**config.mk**
```make
export PLATFORM = sky130hd
export DESIGN_NAME = serializador_registro
export DESIGN_NICKNAME = d
export VERILOG_FILES = /design/src/rtl/serializador_pkg.sv /design/src/rtl/serializador_registro_tick.sv /design/src/rtl/serializador_registro.sv
export SDC_FILE = /design/constraint.sdc
export NUM_CORES = 1
export LEC_CHECK = 0
export CAP_MARGIN = 20
export CORE_MARGIN = 2
export CORE_UTILIZATION = 50
export CTS_CLUSTER_SIZE = 24
export DETAILED_ROUTE_END_ITERATION = 16
export PLACE_DENSITY = 0.73
export SLEW_MARGIN = 0
export SYNTH_ARGS = -nofsm -noshare
export SYNTH_HDL_FRONTEND = slang
export SYNTH_SLANG_ARGS = --single-unit
```
**constraint.sdc**
```tcl
create_clock -name clk -period 2.67 [get_ports clk]
set_input_delay 0.534 -clock clk [delete_from_list [all_inputs] [get_ports clk]]
set_output_delay 0.534 -clock clk [all_outputs]
set_load 0.01 [all_outputs]
```
**src/rtl/serializador_pkg.sv**
```systemverilog
// Shared types and constants for the serial register-word transmitter.
// State encoding, line idle level and default frame geometry.
package serializador_pkg;

  typedef enum logic [1:0] {
    IDLE  = 2'd0,
    START = 2'd1,
    DATA  = 2'd2,
    STOP  = 2'd3
  } state_t;

  localparam logic IDLE_LEVEL = 1'b1;
  localparam int   WIDTH_DEF  = 5;
  localparam int   DIV_DEF    = 4;

endpackage

```
**src/rtl/serializador_registro_tick.sv**
```systemverilog
// Bit-period counter: one-cycle tick every DIV cycles while enabled.
// Ports: clk, reset (async, active-low), en, clr -> tick.
module generador_tick
  import serializador_pkg::*;
#(
  parameter int DIV = DIV_DEF
) (
  input  logic clk,
  input  logic reset,
  input  logic en,
  input  logic clr,
  output logic tick
);

  localparam int CW = (DIV > 1) ? $clog2(DIV) : 1;
  localparam logic [CW-1:0] LAST = CW'(DIV - 1);

  logic [CW-1:0] cnt_q;
  logic [CW-1:0] cnt_d;

  always_comb begin
    cnt_d = cnt_q;
    tick  = 1'b0;
    if (clr || !en) begin
      cnt_d = '0;
    end else if (cnt_q == LAST) begin
      cnt_d = '0;
      tick  = 1'b1;
    end else begin
      cnt_d = cnt_q + CW'(1);
    end
  end

  always_ff @(posedge clk or negedge reset) begin
    if (!reset) cnt_q <= '0;
    else        cnt_q <= cnt_d;
  end

endmodule

```
**src/rtl/serializador_registro.sv**
```systemverilog
// Framed serial transmitter: start bit, WIDTH data bits LSB first, stop bit.
// Ports: clk, reset (async, active-low), start, din -> tx, busy, done.
module serializador_registro
  import serializador_pkg::*;
#(
  parameter int WIDTH = WIDTH_DEF,
  parameter int DIV   = DIV_DEF
) (
  input  logic             clk,
  input  logic             reset,
  input  logic             start,
  input  logic [WIDTH-1:0] din,
  output logic             tx,
  output logic             busy,
  output logic             done
);

  localparam int IW = $clog2(WIDTH + 1);

  state_t           state_q, state_d;
  logic [WIDTH-1:0] shreg_q, shreg_d;
  logic [IW-1:0]    idx_q, idx_d;
  logic             tx_q, tx_d;
  logic             busy_q, busy_d;
  logic             done_q, done_d;
  logic             tick;
  logic             tick_clr;
  logic             tick_en;

  assign tick_en = (state_q != IDLE);

  generador_tick #(
    .DIV (DIV)
  ) u_tick (
    .clk   (clk),
    .reset (reset),
    .en    (tick_en),
    .clr   (tick_clr),
    .tick  (tick)
  );

  always_comb begin
    state_d  = state_q;
    shreg_d  = shreg_q;
    idx_d    = idx_q;
    tx_d     = tx_q;
    busy_d   = busy_q;
    done_d   = 1'b0;
    tick_clr = 1'b0;
    unique case (state_q)
      IDLE: begin
        tx_d   = IDLE_LEVEL;
        busy_d = 1'b0;
        if (start) begin
          shreg_d  = din;
          idx_d    = '0;
          tick_clr = 1'b1;
          tx_d     = 1'b0;
          busy_d   = 1'b1;
          state_d  = START;
        end
      end
      START: begin
        if (tick) begin
          idx_d   = '0;
          tx_d    = shreg_q[0];
          state_d = DATA;
        end
      end
      DATA: begin
        if (tick) begin
          // next bit is taken from the shifted value so WIDTH=1 works
          shreg_d = shreg_q >> 1;
          if (idx_q == IW'(WIDTH - 1)) begin
            idx_d   = IW'(WIDTH);
            tx_d    = IDLE_LEVEL;
            state_d = STOP;
          end else begin
            idx_d = idx_q + IW'(1);
            tx_d  = shreg_d[0];
          end
        end
      end
      STOP: begin
        if (tick) begin
          done_d  = 1'b1;
          busy_d  = 1'b0;
          tx_d    = IDLE_LEVEL;
          state_d = IDLE;
        end
      end
      default: begin
        state_d = IDLE;
        tx_d    = IDLE_LEVEL;
        busy_d  = 1'b0;
      end
    endcase
  end

  always_ff @(posedge clk or negedge reset) begin
    if (!reset) begin
      state_q <= IDLE;
      shreg_q <= '0;
      idx_q   <= '0;
      tx_q    <= IDLE_LEVEL;
      busy_q  <= 1'b0;
      done_q  <= 1'b0;
    end else begin
      state_q <= state_d;
      shreg_q <= shreg_d;
      idx_q   <= idx_d;
      tx_q    <= tx_d;
      busy_q  <= busy_d;
      done_q  <= done_d;
    end
  end

  assign tx   = tx_q;
  assign busy = busy_q;
  assign done = done_q;

endmodule

```
## Word level (Yosys, flattened, before mapping)

Index checks and enable logic that the tools add are counted.
Widths: inputs -> output; s select.

- Flip-flop bits (word level): 15
- Output and inout port bits: 3
- Word-level logic and storage cells: 61

- Add/sub/neg operators: 2
- Eq/ne operators: 10
- Multiplexer cells: 30
- Reduce and logical (&&, ||, !) cells: 12

Operators by type and width:

| cell | count |
|---|---|
| $mux 2 | 7 |
| $mux 1 | 12 |
| $mux 3 | 4 |
| $mux 5 | 2 |
| $ne 2x2->1 const B | 5 |
| $pmux 5 s2 | 1 |
| $pmux 3 s3 | 1 |
| $pmux 2 s4 | 1 |
| $eq 2x2->1 const B | 3 |
| $reduce_and 3->1 | 2 |
| $reduce_bool 2->1 | 3 |
| $reduce_and 5->1 | 1 |
| $pmux 1 s4 | 1 |
| $reduce_and 4->1 | 1 |
| $add 3x1->3 const B | 1 |
| $eq 3x3->1 const B | 1 |
| $reduce_bool 3->1 | 1 |
| $add 2x1->2 const B | 1 |
| $eq 2x1->1 const B | 1 |
| $logic_not 2->1 | 1 |
| $pmux 1 s2 | 1 |
| $reduce_and 2->1 | 1 |
| $logic_not 1->1 | 1 |
| $logic_or 1x1->1 | 1 |

## Depth between registers and ports, before layout

Gate-level depths: netlist (run 1).

- Depth in word-level cells: 6
- Mapped depth: 6
- Gate-level depth less buffers: 5

## By module

A second synthesis (run 1) with hierarchy kept.

- Cell total of the unflattened synthesis: 77
- Area, all modules: 959.7 µm²

Modules (own cells, without submodules):

| module | times used | cells an instance | area an instance (µm²) |
|---|---|---|---|
| serializador_registro | 1 | 71 | 864.6 |
| generador_tick | 1 | 6 | 95.1 |

## Worst setup path after synthesis (run 1)

OpenSTA, ideal clock, no wires.

- Kind: register to register
- From: reg state_q[0]
- To: reg state_q[1]
- Arrival time: 1747 ps
- Setup slack: 798 ps
- Cell stages (with the launch flop): 6
- Buffers on the path: 0
- Clock period less this slack: 1872 ps
- Cell sequence: dfrtp_1 -> inv_1 -> ha_1 -> or3_4 -> a221o_1 -> mux2_4

- Word-level cells in the longest chain between the ends: 6

RTL lines:

| item | RTL line | text |
|---|---|---|
| from (decl) | serializador_registro.sv:20 | `state_t state_q, state_d;` |
| from (signal assigned) | serializador_registro.sv:109 | `state_q <= state_d;` |
| $logic_not 2->1 / $reduce_bool 2->1 (equally long branches) | serializador_registro.sv:50, serializador_registro.sv:30 |  |
| $mux 1 / $logic_not 1->1 (equally long branches) | serializador_registro.sv:50, serializador_registro_tick.sv:24 |  |
| $logic_or 1x1->1 | serializador_registro_tick.sv:24 | `if (clr \|\| !en) begin` |
| $mux 1 | serializador_registro_tick.sv:24 |  |
| $ne 2x2->1 (no line) | n/a |  |
| $reduce_and 5->1 (no line) | n/a |  |

Several ways; a longest one is shown, not always the timed one.
A chain may end at the register's enable or synchronous reset.

## Worst setup path in the final report (run 1)

Ends and elaborated chain as after synthesis.

==> impl_metrics.env, run 1 <==
export IMPL_netlist_top_cells_area="dfrtp_1 41%, ha_1 13%, mux2_2 9.1%"
export IMPL_gr_total_overflow=0
export IMPL_cp_slowest_stage_delay_ns=0.48
export IMPL_worst_ep_arrival_time_ns=2.36
export IMPL_syn_avg_cell_area_um2=11.36
export IMPL_synth_seq_cells=15
export IMPL_initial_core_util_pct=51.69
export IMPL_design_power_total_w=0.001192
export IMPL_netlist_instances=76
export IMPL_layout_nets=106
export IMPL_worst_path_max_delay_cell="or3_4"
export IMPL_postCtsResizedCells=0
export IMPL_gr_usage_all_layers_pct=16.96
export IMPL_cts_sinks=15
export IMPL_grt_pass1_wl_um=2504
export IMPL_prevailing_post_synth_register_cell="dfrtp_1"
export IMPL_postLayoutCellArea_um2=1002
export IMPL_drv_cap=0
export IMPL_avgRoutedWirePerCell_um=13.61
export IMPL_status="finished, final reports clean"
export IMPL_dr_pass1_iters=5
export IMPL_ctsHoldBuffers=0
export IMPL_cts_buffer_depth=2
export IMPL_setup_violations_final=0
export IMPL_critical_path_peak_fanout=13
export IMPL_crit_path_start_kind="register"
export IMPL_clk_pin_slew_ns=0.09
export IMPL_final_max_slew_viol_count=0
export IMPL_p_leak_nw=0.4366
export IMPL_clk_latency_ns=0.27
export IMPL_detail_route_drc_violations=0
export IMPL_areaGrowthSynthToFinish_pct=16.09
export IMPL_max_freq_mhz=455.6
export IMPL_fill_cells=130
export IMPL_setup_worst_path_class="reg2reg"
export IMPL_top_level_ports=11
export IMPL_period_minus_slack_ns=2.195
export IMPL_syn_cell_area_um2=863.3
export IMPL_grt_setup_unrepaired="false"
export IMPL_dpl_cell_area_um2=975.9
export IMPL_first_iter_violations=12
export IMPL_hp_class="reg2reg"
export IMPL_totalWireLength_um=1429
export IMPL_synth_cells_most_frequent="14 x dfrtp_1, 9 x ha_1, 9 x inv_1"
export IMPL_drive_above_1_share_pct=17.05
export IMPL_buffer_ports_inserted=10
export IMPL_rows=15
export IMPL_total_negative_setup_slacks_ns=0
export IMPL_dp_hpwl_um=1085
export IMPL_min_period_over_period_pct=82.20
export IMPL_final_util_pct=60.00
export IMPL_critical_path_required_ns=2.83
export IMPL_fin_hold_ws_ns=0.4432
export IMPL_yosysWarningCount=0
export IMPL_number_of_antenna_violations_at_the_first_check_in_global_routing=0
export IMPL_power_density_cell_area_nw_per_um2=1189
export IMPL_finalHoldViolCount=0
export IMPL_seq_area_frac_synth_pct=43.62
export IMPL_number_of_enable_flip_flop_cells_after_synthesis=0
export IMPL_synth_async_sr_flop_share_pct=100.0
export IMPL_vias=583
export IMPL_max_slew_margin_pct=56.24
export IMPL_yosysMostFrequentCell="dfrtp_1"
export IMPL_synth_largest_type_area_fraction_pct=40.58
export IMPL_setup_skew_after_layout_ns=0.002378
export IMPL_globalplace_congestion=0.8670
export IMPL_numCtsBuffers=3
export IMPL_chipHeight_um=45.56
export IMPL_critPathCaptureType="register"
export IMPL_synth_net_count=93
export IMPL_dieWidth_um=45.56
export IMPL_fp_coreArea_um2=1670
export IMPL_max_vdd_ir_drop_v=0.0007033
export IMPL_grt_max_degree=16
export IMPL_worst_slew_pin_slew_ns=0.6543
export IMPL_clk_root_buffer_cell="clkbuf_4"
export IMPL_post_cts_setup_buffer_count=0
export IMPL_worstPathCellList="inv_1 -> ha_1 -> or3_4 -> a221o_1 -> mux2_4"
export IMPL_htree_depth=1
export IMPL_tritoncts="done"
export IMPL_avgViaCountPerCell=5.552
export IMPL_antenna_cells_inserted=0
export IMPL_drt_antenna_violating_nets=0
export IMPL_post_synth_num_cell_types=30
export IMPL_synth_largest_area_cell="dfrtp_1"
export IMPL_fp_dieArea_um2=2075
export IMPL_grt_pass1_vias=576
per-layer routing:
layer	share of wire, %	up-vias	GRT usage, %	wire length, µm
li1	-	291	-	-
met1	50	281	23.43	717
met2	45	9	25.63	644
met3	3.1	2	2.381	45
met4	1.5	0	8.824	21
met5	0	-	0	0
final timing paths:
kind                                            from                   endpoint  slack (ns)  depth (start not counted)
min reg2reg                u_tick.cnt_q[0]$_DFF_PN0_  u_tick.cnt_q[0]$_DFF_PN0_        0.44                          1
min                        u_tick.cnt_q[0]$_DFF_PN0_  u_tick.cnt_q[0]$_DFF_PN0_        0.44                          1
max reg2reg                   state_q[0]$_DFFE_PN0P_     state_q[1]$_DFFE_PN0P_        0.48                          5
min in group asynchronous                      reset           busy$_DFFE_PN0P_        0.66                          1
max                           state_q[0]$_DFFE_PN0P_     state_q[1]$_DFFE_PN0P_        0.48                          5
max in group asynchronous                      reset     state_q[1]$_DFFE_PN0P_        1.60                          1
critical path, delay by kind of cell (launching register included):
family,cells,cell delay (ns)
AO/OA/AOI/OAI,1,0.40
adder cells (fa/ha/maj),1,0.39
flip-flops,1,0.41
multiplexers,1,0.30
buffers and inverters,1,0.11
AND/OR/NAND/NOR,1,0.48
through the flow:
stage               worst slack (ns)  std cells
floorplan                     0.7976         76
global placement              0.5606        101
detailed placement            0.4994        101
CTS                           0.4823        105
global route                  0.3639        105
finish                        0.4753        105
cells in the final DEF (no fill, tap or decap), drive strengths merged:
cell type / Yosys / final
nor2: 2 / 2
nand2b: 1 / 1
mux2: 10 / 10
or3: 1 / 1
clkdlybuf4s50: 0 / 10
ha: 9 / 9
nand4: 1 / 1
nor3: 1 / 1
dfrtp: 14 / 14
a221o: 1 / 1
or2: 1 / 1
a2bb2oi: 1 / 1
mux2i: 1 / 1
clkbuf: 0 / 4
nand3: 1 / 1
dfstp: 1 / 1
a211oi: 3 / 3
a2111oi: 2 / 2
inv: 9 / 9
a21oi: 3 / 3
a32o: 1 / 1
nand2: 3 / 3
nor2b: 2 / 2
a22oi: 1 / 1
o21ai: 5 / 5
logic make-up after synthesis:
family / Yosys count / share of synthesized area, %
compound gates: 17 / 15.51
fa+ha+maj: 9 / 13.04
buf+inv: 11 / 4.926
flops: 15 / 43.62
mux: 11 / 14.64
simple gates: 13 / 8.261
sequential cells by signal, summed over array words and instances (netlist names):
register      flops
tx                1
done              1
u_tick.cnt_q      2
shreg_q           5
state_q           2
idx_q             3
busy              1
power breakdown:
| group | leakage, nW | internal [W] | switching, W |
|---|---|---|---|
| Clock | 0.0150 | 0.0000578 | 0.0000683 |
| Combinational | 0.236 | 0.000346 | 0.000319 |
| Sequential | 0.186 | 0.000337 | 0.0000633 |
layout make-up:
type | instances | area [µm²] | area share [%]
Multi-Input combinational cell | 50 | 444.2 | 44.32
Inverter | 9 | 33.78 | 3.371
Timing Repair Buffer | 10 | 100.1 | 9.988
Sequential cell | 15 | 376.6 | 37.58
Clock buffer | 4 | 26.28 | 2.622
Tap cell | 17 | 21.27 | 2.122
Note: power is estimated with default switching activity, not from simulation.
==> run 2: changes to the inputs <==
--- a/config.mk
+++ b/config.mk
@@ -7,10 +7,10 @@
 export LEC_CHECK = 0
 export CAP_MARGIN = 20
 export CORE_MARGIN = 2
-export CORE_UTILIZATION = 50
+export CORE_UTILIZATION = 47
 export CTS_CLUSTER_SIZE = 24
 export DETAILED_ROUTE_END_ITERATION = 16
-export PLACE_DENSITY = 0.73
+export PLACE_DENSITY = 0.72
 export SLEW_MARGIN = 0
 export SYNTH_ARGS = -nofsm -noshare
 export SYNTH_HDL_FRONTEND = slang
==> constraint.sdc (replaced) <==
create_clock -name clk -period 1.9 [get_ports clk]
set_input_delay 0.38 -clock clk [delete_from_list [all_inputs] [get_ports clk]]
set_output_delay 0.38 -clock clk [all_outputs]
set_load 0.01 [all_outputs]
==> run 2 against run 1 <==
  * Non-clock buffer count is 13 higher
  * Register-to-register slack worse by 0.46 ns
  * Final cell count up 20%
  * Sequential cell count did not move
  * Die area increased by 5.8%
  * Total power up 62%
  * Largest cell class unchanged
  * Highest routed layer unchanged
==> impl_metrics.env, run 2 (synthesized netlist as in run 1, its figures left out) <==
export IMPL_period_minus_slack_ns=1.880
export IMPL_setup_worst_path_class="reg2reg"
export IMPL_dieWidth_um=46.86
export IMPL_dr_pass1_iters=3
export IMPL_critical_path_peak_fanout=4
export IMPL_fin_hold_ws_ns=0.3993
export IMPL_dp_hpwl_um=1294
export IMPL_buffer_ports_inserted=10
export IMPL_worst_slew_pin_slew_ns=0.4736
export IMPL_final_common_cell="buf_4"
export IMPL_top_regs="shreg_q (5), idx_q (3)"
export IMPL_avgViaCountPerCell=5.167
export IMPL_areaGrowthSynthToFinish_pct=30.29
export IMPL_cts_buffer_depth=2
export IMPL_max_slew_margin_pct=67.61
export IMPL_setup_violations_final=0
export IMPL_numCtsBuffers=3
export IMPL_clk_latency_ns=0.29
export IMPL_rows=15
export IMPL_hp_class="in2async"
export IMPL_layout_nets=119
export IMPL_grt_pass1_wl_um=2746
export IMPL_crit_path_start_kind="register"
export IMPL_drv_cap=0
export IMPL_most_used_cells_in_the_layout_excluding_fill_and_tap_cells="13 x buf_4, 12 x dfrtp_1, 10 x clkdlybuf4s50_1"
export IMPL_chipHeight_um=46.86
export IMPL_grt_setup_unrepaired="true"
export IMPL_grt_pass1_vias=644
export IMPL_gr_usage_all_layers_pct=18.12
export IMPL_worst_ep_arrival_time_ns=2.06
export IMPL_largest_register_ff_count=5
export IMPL_gr_total_overflow=0
export IMPL_avgRoutedWirePerCell_um=13.17
export IMPL_setup_skew_after_layout_ns=0.003985
export IMPL_final_max_slew_viol_count=0
export IMPL_globalplace_congestion=0.8365
export IMPL_initial_core_util_pct=50.00
export IMPL_power_density_cell_area_nw_per_um2=1717
export IMPL_vias=651
export IMPL_totalWireLength_um=1660
export IMPL_drive_above_1_share_pct=35.64
export IMPL_multi_input_area_um2=455.4
export IMPL_clk_pin_slew_ns=0.09
export IMPL_fp_coreArea_um2=1727
export IMPL_largest_register="shreg_q"
export IMPL_clk_root_buffer_cell="clkbuf_4"
export IMPL_fill_cells=154
export IMPL_storage_cell_area_um2=379.1
export IMPL_min_period_over_period_pct=98.93
export IMPL_cts_sinks=15
export IMPL_fp_dieArea_um2=2196
export IMPL_critical_path_required_ns=2.08
export IMPL_tritoncts="done"
export IMPL_finalHoldViolCount=0
export IMPL_htree_depth=1
export IMPL_detail_route_drc_violations=0
export IMPL_max_freq_mhz=532.0
export IMPL_number_of_antenna_violations_at_the_first_check_in_global_routing=0
export IMPL_critPathCaptureType="register"
export IMPL_p_leak_nw=0.5000
export IMPL_ctsHoldBuffers=0
export IMPL_max_vdd_ir_drop_v=0.0009945
export IMPL_status="finished, final reports clean"
export IMPL_top_level_ports=11
export IMPL_first_iter_violations=10
export IMPL_antenna_cells_inserted=0
export IMPL_grt_max_degree=16
export IMPL_drt_antenna_violating_nets=0
export IMPL_design_power_total_w=0.001931
==> run 2: cell count changes in the layout (fill, tap and decap cells not counted), sizes merged <==
| cell | before | now |
|---|---|---|
| buf | 0 | 13 |
| clkbuf | 4 | 3 |
| clkinv | 0 | 1 |
==> run 2: power by group <==
| part | switching, W | leakage, nW | internal, W |
|---|---|---|---|
| combinational | 0.000510 | 0.298 | 0.000662 |
| sequential | 0.0000961 | 0.184 | 0.000478 |
| clock | 0.000107 | 0.0177 | 0.0000782 |
==> run 2: layout make-up <==
cell class                      count  share of cell area, %
Multi-Input combinational cell     50                  40.49
Sequential cell                    15                  33.70
Clock inverter                      1                 0.4449
Timing Repair Buffer               23                  17.58
Tap cell                           25                  2.781
Inverter                            9                  3.003
Clock buffer                        3                  2.002
==> run 2: repair_timing <==
item	4_1_cts	5_1_grt
pin swaps	1	2
buffers inserted	0	1
resized for setup	2	6
endpoints found under the setup margin	5	8
==> run 2: routing by layer <==
metal / up-vias / wire length (µm) / track usage (%)
met3: 4 / 38 / 2.308
met1: 318 / 761 / 22.43
met5: - / 0 / 0
li1: 319 / - / -
met4: 0 / 35 / 10.00
met2: 10 / 824 / 30.41
==> run 2: worst paths after layout <==
path	from	depth (start not counted)	slack [ns]	to
hold reg to reg	u_tick.cnt_q[0]$_DFF_PN0_	1	0.45	u_tick.cnt_q[0]$_DFF_PN0_
setup reg to reg	state_q[0]$_DFFE_PN0P_	5	0.02	state_q[1]$_DFFE_PN0P_
setup / recovery	state_q[0]$_DFFE_PN0P_	5	0.02	state_q[1]$_DFFE_PN0P_
hold / removal	reset	2	0.40	state_q[0]$_DFFE_PN0P_
min in group clk	u_tick.cnt_q[0]$_DFF_PN0_	1	0.45	u_tick.cnt_q[0]$_DFF_PN0_
max in group asynchronous	reset	2	1.25	tx$_DFFE_PN1P_
==> run 2: per-stage QoR <==
step	TNS, ns	instances	instance area, µm²	worst slack (ns)	utilization (%)
finish	0	126	1125	0.02026	65.14
floorplan	0	76	863.3	0.02755	-
CTS	0	125	1106	0.01367	64.06
global placement	-0.02894	121	1076	-0.02894	62.32
detailed placement	-0.04685	121	1076	-0.04048	62.32
global route	-0.07273	126	1125	-0.01940	65.14
==> run 2: critical path, cell delays in order (launching register included) <==
cell and delay (ns):
dfrtp_2 0.42, inv_2 0.06, ha_2 0.19, or3_4 0.39
a221o_1 0.40, mux2_4 0.31
